`src/rtl/systolic_pkg.sv`:
```
// Shared definitions for the 1x4 systolic row: sizes, latency defaults and
// the result-drain state encoding. The operand feeder imports this package too.
package systolic_pkg;

  localparam int ACC_W_DEF  = 32;
  localparam int N_PE       = 4;
  localparam int PE_LAT_DEF = 1;

  typedef enum logic [1:0] {
    ST_IDLE    = 2'd0,
    ST_CAPTURE = 2'd1,
    ST_DRAIN   = 2'd2
  } drain_state_e;

  // Capture-counter value at which PE n holds its final accumulator:
  // the PE pipeline latency plus n cycles of b-cascade skew.
  function automatic logic [3:0] cap_tap(input int pe_lat, input int n);
    return 4'(pe_lat + n);
  endfunction

endpackage

```
`src/rtl/systolic1x4_drain.sv`:
```
// Result-readout end of the 1x4 systolic row. After the last operand beat it
// samples each PE accumulator at that PE's skewed completion cycle, then streams
// the four words out over a valid/ready handshake (index 0 first).
module systolic1x4_drain
  import systolic_pkg::*;
#(
  parameter int ACC_W  = ACC_W_DEF,
  parameter int PE_LAT = PE_LAT_DEF   // legal range 1..8
) (
  input  logic             clk,
  input  logic             rst,
  input  logic             acc_last,
  input  logic [ACC_W-1:0] c0,
  input  logic [ACC_W-1:0] c1,
  input  logic [ACC_W-1:0] c2,
  input  logic [ACC_W-1:0] c3,
  output logic [ACC_W-1:0] out_data,
  output logic [1:0]       out_idx,
  output logic             out_valid,
  input  logic             out_ready,
  output logic             out_last,
  output logic             busy,
  output logic             overrun,
  input  logic             clr_ovr
);

  localparam logic [1:0] S_IDLE    = ST_IDLE;
  localparam logic [1:0] S_CAPTURE = ST_CAPTURE;
  localparam logic [1:0] S_DRAIN   = ST_DRAIN;

  // The last PE completes last; its capture ends the CAPTURE phase.
  localparam logic [3:0] LAST_TAP = cap_tap(PE_LAT, N_PE - 1);

  logic [1:0]       state_reg, state_next;
  logic [3:0]       cnt_reg, cnt_next;
  logic [1:0]       idx_reg, idx_next;
  logic             overrun_reg, overrun_next;
  logic [ACC_W-1:0] cap_reg [N_PE];
  logic [ACC_W-1:0] c_vec   [N_PE];
  logic             drain_active;

  assign c_vec[0] = c0;
  assign c_vec[1] = c1;
  assign c_vec[2] = c2;
  assign c_vec[3] = c3;

  // Next-state logic for the IDLE -> CAPTURE -> DRAIN job sequence.
  always_comb begin
    state_next = state_reg;
    cnt_next   = cnt_reg;
    idx_next   = idx_reg;
    case (state_reg)
      S_IDLE: begin
        if (acc_last) begin
          state_next = S_CAPTURE;
          cnt_next   = 4'd1;
        end
      end
      S_CAPTURE: begin
        // Capture timing is free-running; the downstream cannot stall it.
        cnt_next = cnt_reg + 4'd1;
        if (cnt_reg == LAST_TAP) begin
          state_next = S_DRAIN;
          cnt_next   = 4'd0;
          idx_next   = 2'd0;
        end
      end
      S_DRAIN: begin
        // out_valid is implied by the DRAIN state, so ready alone means a transfer.
        if (out_ready) begin
          idx_next = idx_reg + 2'd1;
          if (idx_reg == 2'd3) begin
            state_next = S_IDLE;
          end
        end
      end
      default: begin
        state_next = S_IDLE;
        cnt_next   = 4'd0;
        idx_next   = 2'd0;
      end
    endcase
  end

  // Sticky overrun flag: a new job request while busy is dropped and flagged;
  // a clear in the same cycle wins.
  always_comb begin
    overrun_next = overrun_reg;
    if (clr_ovr) begin
      overrun_next = 1'b0;
    end else if (acc_last && (state_reg != S_IDLE)) begin
      overrun_next = 1'b1;
    end
  end

  // State, counters and flag registers.
  always_ff @(posedge clk) begin
    if (rst) begin
      state_reg   <= S_IDLE;
      cnt_reg     <= 4'd0;
      idx_reg     <= 2'd0;
      overrun_reg <= 1'b0;
    end else begin
      state_reg   <= state_next;
      cnt_reg     <= cnt_next;
      idx_reg     <= idx_next;
      overrun_reg <= overrun_next;
    end
  end

  // Capture register file: PE n is sampled when the counter hits its tap.
  always_ff @(posedge clk) begin
    if (rst) begin
      for (int n = 0; n < N_PE; n++) begin
        cap_reg[n] <= '0;
      end
    end else if (state_reg == S_CAPTURE) begin
      for (int n = 0; n < N_PE; n++) begin
        if (cnt_reg == cap_tap(PE_LAT, n)) begin
          cap_reg[n] <= c_vec[n];
        end
      end
    end
  end

  // Outputs decode registered state only, so nothing combinational reaches
  // out_valid from out_ready; data/idx are zero outside DRAIN.
  assign drain_active = (state_reg == S_DRAIN);
  assign out_valid    = drain_active;
  assign out_data     = drain_active ? cap_reg[idx_reg] : '0;
  assign out_idx      = drain_active ? idx_reg : 2'd0;
  assign out_last     = drain_active && (idx_reg == 2'd3);
  assign busy         = (state_reg != S_IDLE);
  assign overrun      = overrun_reg;

endmodule

```
`config.mk`:
```
export PLATFORM = sky130hd
export DESIGN_NAME = systolic1x4_drain
export DESIGN_NICKNAME = d
export VERILOG_FILES = /design/src/rtl/systolic_pkg.sv /design/src/rtl/systolic1x4_drain.sv
export SDC_FILE = /design/constraint.sdc
export NUM_CORES = 1
export LEC_CHECK = 0
export ABC_AREA = 1
export BUFFER_PORTS_ARGS = -buffer_cell sky130_fd_sc_hd__buf_2
export CAP_MARGIN = 0
export CORE_MARGIN = 8
export CORE_UTILIZATION = 44
export CTS_CLUSTER_DIAMETER = 60
export CTS_CLUSTER_SIZE = 16
export DETAILED_ROUTE_END_ITERATION = 10
export PLACE_DENSITY = 0.76
export SLEW_MARGIN = 0
export SYNTH_ARGS = -nofsm -noshare
export SYNTH_HDL_FRONTEND = slang
export SYNTH_SLANG_ARGS = --single-unit
export TNS_END_PERCENT = 5
```
`constraint.sdc`:
```
create_clock -name clk -period 3.8 [get_ports clk]
set_clock_uncertainty 0.1 [all_clocks]
set_input_delay 0.76 -clock clk [delete_from_list [all_inputs] [get_ports clk]]
set_output_delay 0.76 -clock clk [all_outputs]
set_load 0.01 [all_outputs]
```
# [Word-level counts from Yosys, hierarchy flattened]
# Memory sizes are Yosys's and may differ from the RTL's. A register that Yosys moved wholly into a read port is not among the register bits.
# Cells that the tools add are included.
[word_totals] ram_bits=128 output_inout_bits=38 mem_count=1 ff_bits=9
[mem_list] memory="cap_reg" words=4 word_bits=32 rd=1 rd_ports_with_merged_regs=1 write_ports=4 line="systolic1x4_drain.sv:38" text="logic [ACC_W-1:0] cap_reg [N_PE];"
[classes] bitwise=6 addsub=2 muxes=37 n_eq_ne=11 n_reduce_logical=8
[ops] cell="$mux 32" count=5
[ops] cell="$mux 1" count=18
[ops] cell="$mux 2" count=9
[ops] cell="$pmux 2 s3" count=2
[ops] cell="$pmux 4 s3" count=1
[ops] cell="$eq 4x2->1 const B" count=2
[ops] cell="$mux 4" count=2
[ops] cell="$ne 2x2->1 const B" count=3
[ops] cell="$add 4x1->4 const B" count=1
[ops] cell="$eq 2x2->1 const B" count=2
[ops] cell="$eq 4x1->1 const B" count=1
[ops] cell="$eq 4x3->1 const B" count=1
[ops] cell="$or 1x1->1" count=4
[ops] cell="$reduce_and 4->1" count=1
[ops] cell="$reduce_and 3->1" count=1
[ops] cell="$add 2x1->2 const B" count=1
[ops] cell="$eq 2x1->1 const B" count=1
[ops] cell="$logic_and 1x1->1" count=2
[ops] cell="$logic_not 2->1" count=1
[ops] cell="$ne 2x1->1 const B" count=1
[ops] cell="$not 1->1" count=2
[ops] cell="$reduce_and 2->1" count=1
[ops] cell="$reduce_bool 2->1" count=1
[ops] cell="$reduce_or 2->1" count=1

# [Depth between registers and ports, before layout]
[depth] depth_word=6 depth_mapped=7 ltp_nobuf=7

# [Least setup slack after synthesis]
# No wires, ideal clock.
[synth_path] kind="input port to flip-flop" start="input rst" end="memory cap_reg[0][0] (netlist name), enable pin" required_ns=3.222 setup_ns=0.478 slack_ns=1.531 cell_stages=3 t_arrival_ns=1.691 path_buffers=1 cell_sequence="inv_1 > buf_2 > nand2_1"
[synth_lines] item="from (decl)" line="systolic1x4_drain.sv:11" text="input logic rst,"
[synth_lines] item="to (decl)" line="systolic1x4_drain.sv:38"

==> impl_results.md <==
- Post-DR wirelength/cell: 16.5 microns
- Most common cell after layout, fill and taps aside: nor2_1
- Worst Tran Pin Value: around 1.1 ns
- Slew Limit Fails: 0
- VDD IR max: 0.269 mV
- Global-route wire length before repair: 28100 microns
- Most frequent cells in the layout: 265 x nor2_1, 170 x buf_2, 139 x inv_1, 128 x edfxtp_1, 58 x o21ai_0
- Post-CTS Setup Inserts: 0
- Avg Inst Size Synth: 9.01 sq um
- Pwr per Cell Area: 506 nW/um^2
- Die Ht: between 100 and 150 microns
- Sequential element share of the synthesized area: about three fifths
- Vias in the first global route: 5408
- Post-detail-place hpwl: 12300 microns
- CTS buffer count: 17
- Total track usage: a little under a fifth
- Yosys Warn Count: 0
- Die Width: 139 microns
- Footprint of the multi-input gates: roughly 1900 sq um
- Initial Util: 44.3%
- Port Buffers: 170
- Leakage power: slightly below 4 nW
- Sink Count: 139
- Crit-path max FO: 64
- Netlist Area Pre-Place: 6640 sq um
- Unrepaired setup endpoints after global routing: no
- H-tree depth: 4
- Gates resized, CTS repair: 0
- DRT Pass-1 Iters: 5
- Minimum clock period after layout: 3.11 ns
- Sequential Area: roughly 4100 sq um
- Crit path DAT: about 2.3 ns
- Syn nets: 875
- GR Overflow Total: 0
- GPL Wtd Cong: 0.971
- Crit path kind: flop to primary output
- Core ar.: 15000 sq um
- Antenna-violating nets left: 0
- Initial antenna violation count: 1
- Fraction of layout instances using a drive strength above 1: 24.0%
- Final WL: 18000 microns
- CTS tree: done
- Synth Instances: 737
- Max-slew headroom: 26.1%
- Placed cells: 1062
- DRC violations left: 0
- Vias per cell: 4.91
- Worst skew pair latency: 0.43 ns
- Final Power: 4.15 mW
- Setup crit start kind: flop
- Yosys reg bits: 139
- Final hold vios: 0
- # rows: 45
- Final period util: between 80% and 90%
- Layout area overhead: 23.5%
- Hold-fix buffers, CTS: 0
- Critical path capture point type: primary output
- Worst-path clk slew: 0.06 ns
- Status: completed
- Die area: 19300 sq um
- Number of fill cells: 1354
- Io pins: ~170
- Number of distinct library cells after synthesis: 22
- Root Buffer: clkbuf_16
- Hold WS: 0.392 ns
- DRT iter0 DRCs: 416
- FMAX: 322 MHz
- Largest register FFs: 128
- Setup_tns: 0 ns
- Final setup fails: 0
- Non-filler cells, final: about 1100
- Worst EP required: 2.94 ns
- Hold Crit Class: primary input to flop
- Maximum root-to-sink buffer count: 2
- ANT cells: 0
- Post-layout net count: ~1000
- Via count: 5377
- Number of max-cap violations: 0
- Largest net degree at the start of global routing: 65
cell type report:
type / count / area share [%]
clock inverter: 14 / 2.46
multi-input combinational: 419 / 22.6
sequential: 139 / 49.6
clock buffer: 18 / 5.23
timing repair buffer: 174 / 10.7
tap: 188 / 2.87
inverter: 142 / 6.50
worst paths after layout:
path	slack, ns	end	from	cells after the start
max reg2reg	1.39	cap_reg[3][22]	state_reg[0]	6
min reg2reg	0.42	overrun	overrun	2
max	0.69	out_data[21]	flop	6
min	0.39	overrun	clr_ovr	2
synth_stat cells:
| cell | count | share of area (%) |
|---|---|---|
| a21oi_1 | 41 | 3.1 |
| buf_2 | 18 | 1.4 |
| buf_6 | 4 | 0.68 |
| clkbuf_1 | 15 | 0.85 |
| dfxtp_1 | 11 | 3.3 |
| edfxtp_1 | 128 | 58 |
| ha_1 | 5 | 0.94 |
| inv_1 | 139 | 7.9 |
| inv_2 | 3 | 0.17 |
| nand2_1 | 23 | 1.3 |
| nand2_2 | 1 | 0.094 |
| nand3_1 | 9 | 0.68 |
| nand3_4 | 1 | 0.26 |
| nand4_1 | 1 | 0.094 |
| nand4_4 | 3 | 0.96 |
| nor2_1 | 265 | 15 |
| nor2_2 | 3 | 0.28 |
| nor2_4 | 1 | 0.17 |
| nor3_1 | 1 | 0.075 |
| o21ai_0 | 58 | 4.4 |
| o21ai_1 | 6 | 0.45 |
| xor2_1 | 1 | 0.13 |
logic make-up (layout without fill, tap and decap cells):
family	Yosys count	in the layout	share of synthesized area, %
buffers and inverters	179	348	10.9
xor gates and xnor gates	1	1	0.132
adders and majority gates	5	5	0.942
DFF	139	139	61.2
and+or+nand+nor	308	308	18.9
AOI/OAI and AO/OA	105	105	7.91
metal layers:
layer | track usage (%) | wire (microns)
met3 | 6.33 | 1500
met4 | 7.80 | 354
met2 | 31.6 | 9100
met1 | 21.9 | 7060
met5 | 0 | 8
metrics by stage:
stage	area [sq um]	setup slack (ns)	util, %
CTS	8200	0.659	54.8
floorplan	6640	1.53	-
finish	8200	0.691	54.8
detailed placement	7570	1.13	50.6
global route	8200	0.489	54.8
global placement	7570	1.12	50.6
where the power goes:
group	internal (mW)	switching [mW]
clock	1.15	0.624
sequential	1.78	0.0351
combinational	0.174	0.384
total	3.11	1.04
worst max-delay path: stages (launching register included):
cell and delay (ns):
dfxtp_2 0.33, buf_4 0.58, nor2_1 0.12, nor2_1 0.22, o21ai_0 0.19, a21oi_1 0.21
buf_2 0.16
(Power assumes the default switching activity.)
